## config.mk

```make
export PLATFORM = sky130hd
export DESIGN_NAME = slc3_control_flat
export DESIGN_NICKNAME = d
export VERILOG_FILES = /design/src/rtl/slc3_control_if.sv /design/src/rtl/slc3_control.sv /design/src/flat_wrapper.sv
export SDC_FILE = /design/constraint.sdc
export NUM_CORES = 1
export LEC_CHECK = 0
export ABC_AREA = 1
export CAP_MARGIN = 40
export CORE_UTILIZATION = 39
export DETAILED_ROUTE_END_ITERATION = 10
export GPL_ROUTABILITY_DRIVEN = 0
export PLACE_DENSITY_LB_ADDON = 0.3
export SETUP_SLACK_MARGIN = 0.5
export SLEW_MARGIN = 5
export SYNTH_ARGS = -nofsm -noshare
export SYNTH_HDL_FRONTEND = slang
export SYNTH_SLANG_ARGS = --single-unit
```

## constraint.sdc

```tcl
create_clock -name clk -period 1.5 [get_ports clk]
set_clock_uncertainty 0.15 [all_clocks]
set_input_delay 0.3 -clock clk [delete_from_list [all_inputs] [get_ports clk]]
set_output_delay 0.3 -clock clk [all_outputs]
set_load 0.01 [all_outputs]
```

## src/rtl/slc3_control_if.sv

```systemverilog
// Control/datapath bundle for the SLC-3 controller: datapath status in, loads/gates/selects/strobes out.
// master = controller side, slave = datapath side.
interface slc3_control_if;
    logic       Run, Continue;
    logic [3:0] Opcode;
    logic       IR_5, IR_11, BEN;
    logic       LD_MAR, LD_MDR, LD_IR, LD_BEN, LD_CC, LD_REG, LD_PC, LD_LED;
    logic       GatePC, GateMDR, GateALU, GateMARMUX;
    logic [1:0] PCMUX, ADDR2MUX, ALUK;
    logic       DRMUX, SR1MUX, SR2MUX, ADDR1MUX, MIO_EN;
    logic       Mem_OE, Mem_WE;

    modport master (
        input  Run, Continue, Opcode, IR_5, IR_11, BEN,
        output LD_MAR, LD_MDR, LD_IR, LD_BEN, LD_CC, LD_REG, LD_PC, LD_LED,
               GatePC, GateMDR, GateALU, GateMARMUX,
               PCMUX, ADDR2MUX, ALUK, DRMUX, SR1MUX, SR2MUX, ADDR1MUX, MIO_EN,
               Mem_OE, Mem_WE
    );
    modport slave (
        output Run, Continue, Opcode, IR_5, IR_11, BEN,
        input  LD_MAR, LD_MDR, LD_IR, LD_BEN, LD_CC, LD_REG, LD_PC, LD_LED,
               GatePC, GateMDR, GateALU, GateMARMUX,
               PCMUX, ADDR2MUX, ALUK, DRMUX, SR1MUX, SR2MUX, ADDR1MUX, MIO_EN,
               Mem_OE, Mem_WE
    );
endinterface

```

## src/rtl/slc3_control.sv

```systemverilog
// SLC-3 Moore control FSM: fetch/decode/execute for ADD/AND/NOT/BR/JMP/JSR/LDR/STR.
// Optional pause instruction (opcode 1101) enabled by defining SLC3_PAUSE_EN.
module slc3_control #(
    parameter int MEM_WAIT = 2
) (
    input logic           clk,
    input logic           reset,
    slc3_control_if.master bus
);
    typedef enum logic [4:0] {
        HALTED, S18, S33, S35, S32,
        S_ADD, S_AND, S_NOT, S22, S12,
        S4, S21, S20, S6, S25, S27, S7, S23, S16,
        PAUSE1, PAUSE2
    } state_t;

    localparam logic [2:0] WAIT_LAST = 3'(MEM_WAIT - 1);

    state_t     state, nxt;
    logic [2:0] wait_cnt;
    logic       in_mem, mem_last;

    assign in_mem   = (state == S33) || (state == S25) || (state == S16);
    assign mem_last = (wait_cnt == WAIT_LAST);

    always_ff @(posedge clk or negedge reset) begin
        if (!reset) begin
            state    <= HALTED;
            wait_cnt <= '0;
        end else begin
            state    <= nxt;
            wait_cnt <= (in_mem && !mem_last) ? wait_cnt + 3'd1 : 3'd0;
        end
    end

    always_comb begin
        nxt            = state;
        bus.LD_MAR     = 1'b0;
        bus.LD_MDR     = 1'b0;
        bus.LD_IR      = 1'b0;
        bus.LD_BEN     = 1'b0;
        bus.LD_CC      = 1'b0;
        bus.LD_REG     = 1'b0;
        bus.LD_PC      = 1'b0;
        bus.LD_LED     = 1'b0;
        bus.GatePC     = 1'b0;
        bus.GateMDR    = 1'b0;
        bus.GateALU    = 1'b0;
        bus.GateMARMUX = 1'b0;
        bus.PCMUX      = 2'b00;
        bus.ADDR2MUX   = 2'b00;
        bus.ALUK       = 2'b00;
        bus.DRMUX      = 1'b0;
        bus.SR1MUX     = 1'b0;
        bus.SR2MUX     = 1'b0;
        bus.ADDR1MUX   = 1'b0;
        bus.MIO_EN     = 1'b0;
        bus.Mem_OE     = 1'b0;
        bus.Mem_WE     = 1'b0;

        unique case (state)
            HALTED: if (bus.Run) nxt = S18;
            S18: begin
                bus.GatePC = 1'b1;
                bus.LD_MAR = 1'b1;
                bus.LD_PC  = 1'b1;
                nxt        = S33;
            end
            // S33 (fetch) and S25 (LDR) are the same read access; only the exit differs
            S33, S25: begin
                bus.Mem_OE = 1'b1;
                bus.MIO_EN = 1'b1;
                bus.LD_MDR = mem_last;
                if (mem_last) nxt = (state == S33) ? S35 : S27;
            end
            S35: begin
                bus.GateMDR = 1'b1;
                bus.LD_IR   = 1'b1;
                nxt         = S32;
            end
            S32: begin
                bus.LD_BEN = 1'b1;
                case (bus.Opcode)
                    4'b0001: nxt = S_ADD;
                    4'b0101: nxt = S_AND;
                    4'b1001: nxt = S_NOT;
                    4'b0000: nxt = bus.BEN ? S22 : S18;
                    4'b1100: nxt = S12;
                    4'b0100: nxt = S4;
                    4'b0110: nxt = S6;
                    4'b0111: nxt = S7;
`ifdef SLC3_PAUSE_EN
                    4'b1101: nxt = PAUSE1;
`endif
                    default: nxt = S18;
                endcase
            end
            S_ADD, S_AND, S_NOT: begin
                bus.GateALU = 1'b1;
                bus.LD_REG  = 1'b1;
                bus.LD_CC   = 1'b1;
                bus.SR2MUX  = bus.IR_5;
                bus.ALUK    = (state == S_ADD) ? 2'b00 : (state == S_AND) ? 2'b01 : 2'b10;
                nxt         = S18;
            end
            S22: begin
                bus.LD_PC    = 1'b1;
                bus.PCMUX    = 2'b10;
                bus.ADDR2MUX = 2'b10;
                nxt          = S18;
            end
            // JMP and JSR-register share the BaseR + 0 target path
            S12, S20: begin
                bus.LD_PC    = 1'b1;
                bus.PCMUX    = 2'b10;
                bus.ADDR1MUX = 1'b1;
                nxt          = S18;
            end
            S4: begin
                bus.GatePC = 1'b1;
                bus.LD_REG = 1'b1;
                bus.DRMUX  = 1'b1;
                nxt        = bus.IR_11 ? S21 : S20;
            end
            S21: begin
                bus.LD_PC    = 1'b1;
                bus.PCMUX    = 2'b10;
                bus.ADDR2MUX = 2'b11;
                nxt          = S18;
            end
            S6, S7: begin
                bus.GateMARMUX = 1'b1;
                bus.LD_MAR     = 1'b1;
                bus.ADDR2MUX   = 2'b01;
                nxt            = (state == S6) ? S25 : S23;
            end
            S27: begin
                bus.GateMDR = 1'b1;
                bus.LD_REG  = 1'b1;
                bus.LD_CC   = 1'b1;
                nxt         = S18;
            end
            S23: begin
                bus.ALUK    = 2'b11;
                bus.GateALU = 1'b1;
                bus.LD_MDR  = 1'b1;
                nxt         = S16;
            end
            S16: begin
                bus.Mem_WE = 1'b1;
                if (mem_last) nxt = S18;
            end
`ifdef SLC3_PAUSE_EN
            PAUSE1: begin
                bus.LD_LED = 1'b1;
                if (bus.Continue) nxt = PAUSE2;
            end
            PAUSE2: if (!bus.Continue) nxt = S18;
`endif
            default: nxt = HALTED;
        endcase
    end
endmodule

```

## src/flat_wrapper.sv

```systemverilog
// flat-port wrapper written by rule: the top's interface ports become plain ports
module slc3_control_flat 
#(
    parameter int MEM_WAIT = 2
)
  (clk, reset, bus_Run, bus_Continue, bus_Opcode, bus_IR_5, bus_IR_11, bus_BEN, bus_LD_MAR, bus_LD_MDR, bus_LD_IR, bus_LD_BEN, bus_LD_CC, bus_LD_REG, bus_LD_PC, bus_LD_LED, bus_GatePC, bus_GateMDR, bus_GateALU, bus_GateMARMUX, bus_PCMUX, bus_ADDR2MUX, bus_ALUK, bus_DRMUX, bus_SR1MUX, bus_SR2MUX, bus_ADDR1MUX, bus_MIO_EN, bus_Mem_OE, bus_Mem_WE);
  slc3_control_if bus_i ();
  input logic clk;
  input logic reset;
  input wire logic [$bits(bus_i.Run)-1:0] bus_Run;
  input wire logic [$bits(bus_i.Continue)-1:0] bus_Continue;
  input wire logic [$bits(bus_i.Opcode)-1:0] bus_Opcode;
  input wire logic [$bits(bus_i.IR_5)-1:0] bus_IR_5;
  input wire logic [$bits(bus_i.IR_11)-1:0] bus_IR_11;
  input wire logic [$bits(bus_i.BEN)-1:0] bus_BEN;
  output wire logic [$bits(bus_i.LD_MAR)-1:0] bus_LD_MAR;
  output wire logic [$bits(bus_i.LD_MDR)-1:0] bus_LD_MDR;
  output wire logic [$bits(bus_i.LD_IR)-1:0] bus_LD_IR;
  output wire logic [$bits(bus_i.LD_BEN)-1:0] bus_LD_BEN;
  output wire logic [$bits(bus_i.LD_CC)-1:0] bus_LD_CC;
  output wire logic [$bits(bus_i.LD_REG)-1:0] bus_LD_REG;
  output wire logic [$bits(bus_i.LD_PC)-1:0] bus_LD_PC;
  output wire logic [$bits(bus_i.LD_LED)-1:0] bus_LD_LED;
  output wire logic [$bits(bus_i.GatePC)-1:0] bus_GatePC;
  output wire logic [$bits(bus_i.GateMDR)-1:0] bus_GateMDR;
  output wire logic [$bits(bus_i.GateALU)-1:0] bus_GateALU;
  output wire logic [$bits(bus_i.GateMARMUX)-1:0] bus_GateMARMUX;
  output wire logic [$bits(bus_i.PCMUX)-1:0] bus_PCMUX;
  output wire logic [$bits(bus_i.ADDR2MUX)-1:0] bus_ADDR2MUX;
  output wire logic [$bits(bus_i.ALUK)-1:0] bus_ALUK;
  output wire logic [$bits(bus_i.DRMUX)-1:0] bus_DRMUX;
  output wire logic [$bits(bus_i.SR1MUX)-1:0] bus_SR1MUX;
  output wire logic [$bits(bus_i.SR2MUX)-1:0] bus_SR2MUX;
  output wire logic [$bits(bus_i.ADDR1MUX)-1:0] bus_ADDR1MUX;
  output wire logic [$bits(bus_i.MIO_EN)-1:0] bus_MIO_EN;
  output wire logic [$bits(bus_i.Mem_OE)-1:0] bus_Mem_OE;
  output wire logic [$bits(bus_i.Mem_WE)-1:0] bus_Mem_WE;
  assign bus_i.Run = bus_Run;
  assign bus_i.Continue = bus_Continue;
  assign bus_i.Opcode = bus_Opcode;
  assign bus_i.IR_5 = bus_IR_5;
  assign bus_i.IR_11 = bus_IR_11;
  assign bus_i.BEN = bus_BEN;
  assign bus_LD_MAR = bus_i.LD_MAR;
  assign bus_LD_MDR = bus_i.LD_MDR;
  assign bus_LD_IR = bus_i.LD_IR;
  assign bus_LD_BEN = bus_i.LD_BEN;
  assign bus_LD_CC = bus_i.LD_CC;
  assign bus_LD_REG = bus_i.LD_REG;
  assign bus_LD_PC = bus_i.LD_PC;
  assign bus_LD_LED = bus_i.LD_LED;
  assign bus_GatePC = bus_i.GatePC;
  assign bus_GateMDR = bus_i.GateMDR;
  assign bus_GateALU = bus_i.GateALU;
  assign bus_GateMARMUX = bus_i.GateMARMUX;
  assign bus_PCMUX = bus_i.PCMUX;
  assign bus_ADDR2MUX = bus_i.ADDR2MUX;
  assign bus_ALUK = bus_i.ALUK;
  assign bus_DRMUX = bus_i.DRMUX;
  assign bus_SR1MUX = bus_i.SR1MUX;
  assign bus_SR2MUX = bus_i.SR2MUX;
  assign bus_ADDR1MUX = bus_i.ADDR1MUX;
  assign bus_MIO_EN = bus_i.MIO_EN;
  assign bus_Mem_OE = bus_i.Mem_OE;
  assign bus_Mem_WE = bus_i.Mem_WE;
  slc3_control #(.MEM_WAIT(MEM_WAIT)) u_core (.clk(clk), .reset(reset), .bus(bus_i));
endmodule
```

==> results.yml, run 1 <==
clock_tree:
  cts-buffers-inserted: 3
  numClockSinks: 8
  root_buffer: "clkbuf_4"
  clockBufferDepth: 2
  htreeDepth: 1
  cts_hold_buf: 0
run_status:
  error: "[ERROR DPL-0038] Utilization greater than 100%, impossible to legalize"
  status: "did not finish"
  stop_stage: "global routing"
yosys:
  avgSynthCellArea_um2: 6.21
  synth_commonest_cells: "34 x nand2_1, 25 x inv_1, 19 x nand3_1"
  ys_seq_area_share_pct: 22.4
  synth-edff-count: 0
  ys_ff_latch: 8
  synth_top_cell_area_share_pct: 22.4
  synthArstFlopShare_pct: 100
  yosys.area.top_type: "dfrtp_1"
  synth_area_leaders: "dfrtp_1 22%, nand2_1 14%, nand3_1 11%"
  yosysWarnings: 0
  synth_cells: 144
  synth_most_common_cell: "nand2_1"
  syn_area_um2: 895
  ys.flop_type: "dfrtp_1"
  synthDistinctLibCells: 25
floorplanning:
  rows: 16
  dieWidth_um: 49.9
  die_h_um: 49.9
  ioPinCount: 36
  start_util_pct: 43.4
global_route:
  grt_max_degree: 9
timing:
  worst-ep-kind: "top-level output"
  worstEndpointGrtRepair: "bus_ALUK[0]"
place:
  io_buffers: 31
  dp_hpwl_um: 2350
-- stage by stage --
stage	hold WS [ns]	instances	instance area, um^2	setup WS [ns]	util, %
global placement	0.361	230	1540	-0.476	74.7
detailed placement	0.375	230	1540	-0.528	74.7
CTS	0.156	256	1870	-0.435	90.7
floorplan	-0.146	146	1000	0.0232	-
-- cell families after synthesis --
group	synth area share (%)
fa+ha+maj	2.80
flops	22.4
simple gates	47.3
other cells	0.419
xor+xnor	0.979
compound gates	9.23
buf+inv	16.9
-- timing repair --
| item | in CTS |
|---|---|
| buffers inserted | 22 |
| pin swaps | 25 |
| resized for setup | 137 |
| endpoints found under the setup margin | 30 |
==> run 2, diff against run 1 <==
--- a/config.mk
+++ b/config.mk
@@ -7,11 +7,11 @@
 export LEC_CHECK = 0
 export ABC_AREA = 1
 export CAP_MARGIN = 40
-export CORE_UTILIZATION = 39
+export CORE_AREA = 2 2 63 65
 export DETAILED_ROUTE_END_ITERATION = 10
+export DIE_AREA = 0 0 65 67
 export GPL_ROUTABILITY_DRIVEN = 0
-export PLACE_DENSITY_LB_ADDON = 0.3
-export SETUP_SLACK_MARGIN = 0.5
+export PLACE_DENSITY_LB_ADDON = 0.15
 export SLEW_MARGIN = 5
 export SYNTH_ARGS = -nofsm -noshare
 export SYNTH_HDL_FRONTEND = slang
==> constraint.sdc (replaced) <==
create_clock -name clk -period 1.95 [get_ports clk]
set_clock_uncertainty 0.15 [all_clocks]
set_input_delay 0.39 -clock clk [delete_from_list [all_inputs] [get_ports clk]]
set_output_delay 0.39 -clock clk [all_outputs]
set_load 0.01 [all_outputs]
==> run 2 against run 1 <==
Net effect: the flow now finishes, with violations (setup timing); synthesized cell count unchanged; area after synthesis unchanged.
==> results.yml, run 2 <==
timing:
  layout_min_cycle_time_ns: 2.02
  tns_ns: -0.429
  report.final.slew_viol_count: 0
  fmax_ghz: 0.494
  layout_setup_ws_ns: -0.0726
  fin_crit_sh_pct: 104
  rsz0062_at_grt: "yes"
  finalHoldViolations: 0
  final-setup-viol-count: 14
flow_run:
  cap_violations: 0
floorplanning:
  die_h_um: 67
  start_util_pct: 24.8
  dieWidth_um: 65
  fp.dieArea_um2: 4360
  core_area_um2: 3610
  rows: 22
  ioPinCount: 36
critical_path:
  cpLargestDelayFamily: "buffers and inverters"
  worstPathCellList: "buf_6 -> nor2_4 -> buf_4 -> nand3_2 -> nand2_2 -> inv_1 -> nand2_1 -> buf_2"
  slowest_delay_ns: 0.45
  cp.buffers_inverters: 4
  start_kind: "flip-flop"
  cp.arrival_ns: 1.48
  worstPathMaxFanout: 4
  criticalPathCategory: "flip-flop to primary output"
  crit_path_end_kind: "primary output"
  critical_path_required_ns: 1.41
  slowest_stage: "dfrtp_2"
yosys:
  syn_area_um2: 895
  avgSynthCellArea_um2: 6.21
  synth_cells: 144
  synth_top_cell_area_share_pct: 22.4
  synth_commonest_cells: "34 x nand2_1, 25 x inv_1, 19 x nand3_1"
  yosysWarnings: 0
  ys.flop_type: "dfrtp_1"
  yosys.area.top_type: "dfrtp_1"
  synth_most_common_cell: "nand2_1"
  synthArstFlopShare_pct: 100
  synth-edff-count: 0
  synth_area_leaders: "dfrtp_1 22%, nand2_1 14%, nand3_1 11%"
  ys_ff_latch: 8
  ys_seq_area_share_pct: 22.4
  synthDistinctLibCells: 25
global_route:
  grt_pass1_wl_um: 5130
  grt_pass1_vias: 1226
  grt-ovfl-total: 0
  grtUsageTotal_pct: 15.2
  antenna_found_initial: 0
  grt_max_degree: 9
final_layout:
  multi_input_area_um2: 692
  reg.largest.list: "u_core.state (5), u_core.wait_cnt (3)"
  final_common_cell: "buf_4"
  top_register: "u_core.state"
  drive_gt1_share_pct: 61.9
  largest_register_ffs: 5
  layout.area.seq_um2: 206
  area_growth_pct: 110
  diodes: 0
  final_util_pct: 52.1
  fin_area_um2: 1880
  final.fill_count: 349
  final_nets: 254
  final_cell_mix: "54 x buf_4, 20 x nand2_1, 18 x inv_1, 17 x buf_6"
clock_tree:
  clk_latency_ns: 0.23
  cts-buffers-inserted: 3
  root_buffer: "clkbuf_8"
  clk_pin_slew_ns: 0.04
  numClockSinks: 8
  htreeDepth: 1
  cts_hold_buf: 0
  clockBufferDepth: 2
  cts_tree: "yes"
power:
  vdd_ir_drop_max_mv: 0.375
  p_total_mw: 2.28
  leakage_nw: 1.06
  cellPowerDensity_nw_per_um2: 1210
worst_hold_path:
  min_path_type: "input port to asynchronous set/reset pin"
run_status:
  violations: "setup timing"
  status: "finished, violations left"
detailed_routing:
  viasPerCell: 4.28
  via_count: 1228
  drt_iter0_drc: 31
  postRouteWirelength_um: 3520
  postRouteAntennaNets: 0
  wire_per_inst_um: 12.2
  drtPass1Iterations: 4
  drc_errors: 0
place:
  io_buffers: 31
  placed_area_um2: 1490
  dp_hpwl_um: 2290
  pre_cts_slack_ns: -0.241
-- run 2: cell counts after synthesis --
Identical to the previous run, type by type.
-- run 2: metrics by stage --
stage	hold slack [ns]	cells
floorplan	-0.0556	146
global placement	0.361	255
detailed placement	0.381	255
CTS	0.295	275
global route	0.330	287
finish	0.290	287
-- run 2: worst paths after layout --
check,start,to,slack (ns),depth (start not counted)
max,u_core.state[3]$_DFFE_PN0P_,bus_ADDR2MUX[0],-0.07,8
min,reset,u_core.wait_cnt[2]$_DFF_PN0_,0.29,1
max reg2reg,u_core.state[1]$_DFFE_PN0P_,u_core.state[0]$_DFFE_PN0P_,0.04,12
min reg2reg,u_core.wait_cnt[0]$_DFF_PN0_,u_core.wait_cnt[0]$_DFF_PN0_,0.39,2
max in group asynchronous,reset,u_core.state[3]$_DFFE_PN0P_,1.07,1
min in group clk,u_core.wait_cnt[0]$_DFF_PN0_,u_core.wait_cnt[0]$_DFF_PN0_,0.39,2
-- run 2: cell families after synthesis --
kind of cell	synth area share, %
AND/OR/NAND/NOR	47.3
buffers and inverters	16.9
AO/OA/AOI/OAI	9.23
flip-flops	22.4
adder cells (fa/ha/maj)	2.80
XOR/XNOR	0.979
other	0.419
-- run 2: area by class of cell --
| class | count | share of cell area, % |
|---|---|---|
| inverters | 29 | 6.20 |
| well taps | 48 | 3.20 |
| flip-flops and latches | 8 | 11.0 |
| clock buffers | 3 | 2.20 |
| multi-input cells | 104 | 36.8 |
| repair buffers | 95 | 40.6 |
-- run 2: power breakdown --
group | switching [mW] | internal (mW) | leakage (nW)
clock | 0.0643 | 0.134 | 0.0216
combinational | 0.875 | 0.918 | 0.937
sequential | 0.0631 | 0.226 | 0.0998
-- run 2: worst register-to-register path: cells and delay by family (launching register included) --
family / cells / cell delay [ns]
buffers and inverters: 6 / 0.67
DFF: 1 / 0.44
AOI/OAI and AO/OA: 1 / 0.06
and+or+nand+nor: 5 / 0.46
-- run 2: timing repair --
item / CTS / global route
pin swaps: 10 / 17
setup endpoints to repair: 22 / 22
resized for setup: 93 / 65
buffers inserted: 17 / 14
-- run 2: per-layer routing --
layer  wire length (um)  GRT usage, %  up-vias
met5                  0             0        -
met4                 12          5.85        0
met3                107         0.676        2
met2               1940          28.4       26
met1               1450          18.1      561
li1                   -             -      639
(Power assumes the default switching activity.)
==> run 3, diff against run 2 <==
--- a/config.mk
+++ b/config.mk
@@ -6,7 +6,6 @@
 export NUM_CORES = 1
 export LEC_CHECK = 0
 export ABC_AREA = 1
-export CAP_MARGIN = 40
 export CORE_AREA = 2 2 63 65
 export DETAILED_ROUTE_END_ITERATION = 10
 export DIE_AREA = 0 0 65 67
==> results of run 3 <==
The final DEF is identical to that of run 2; final timing and power are the same.
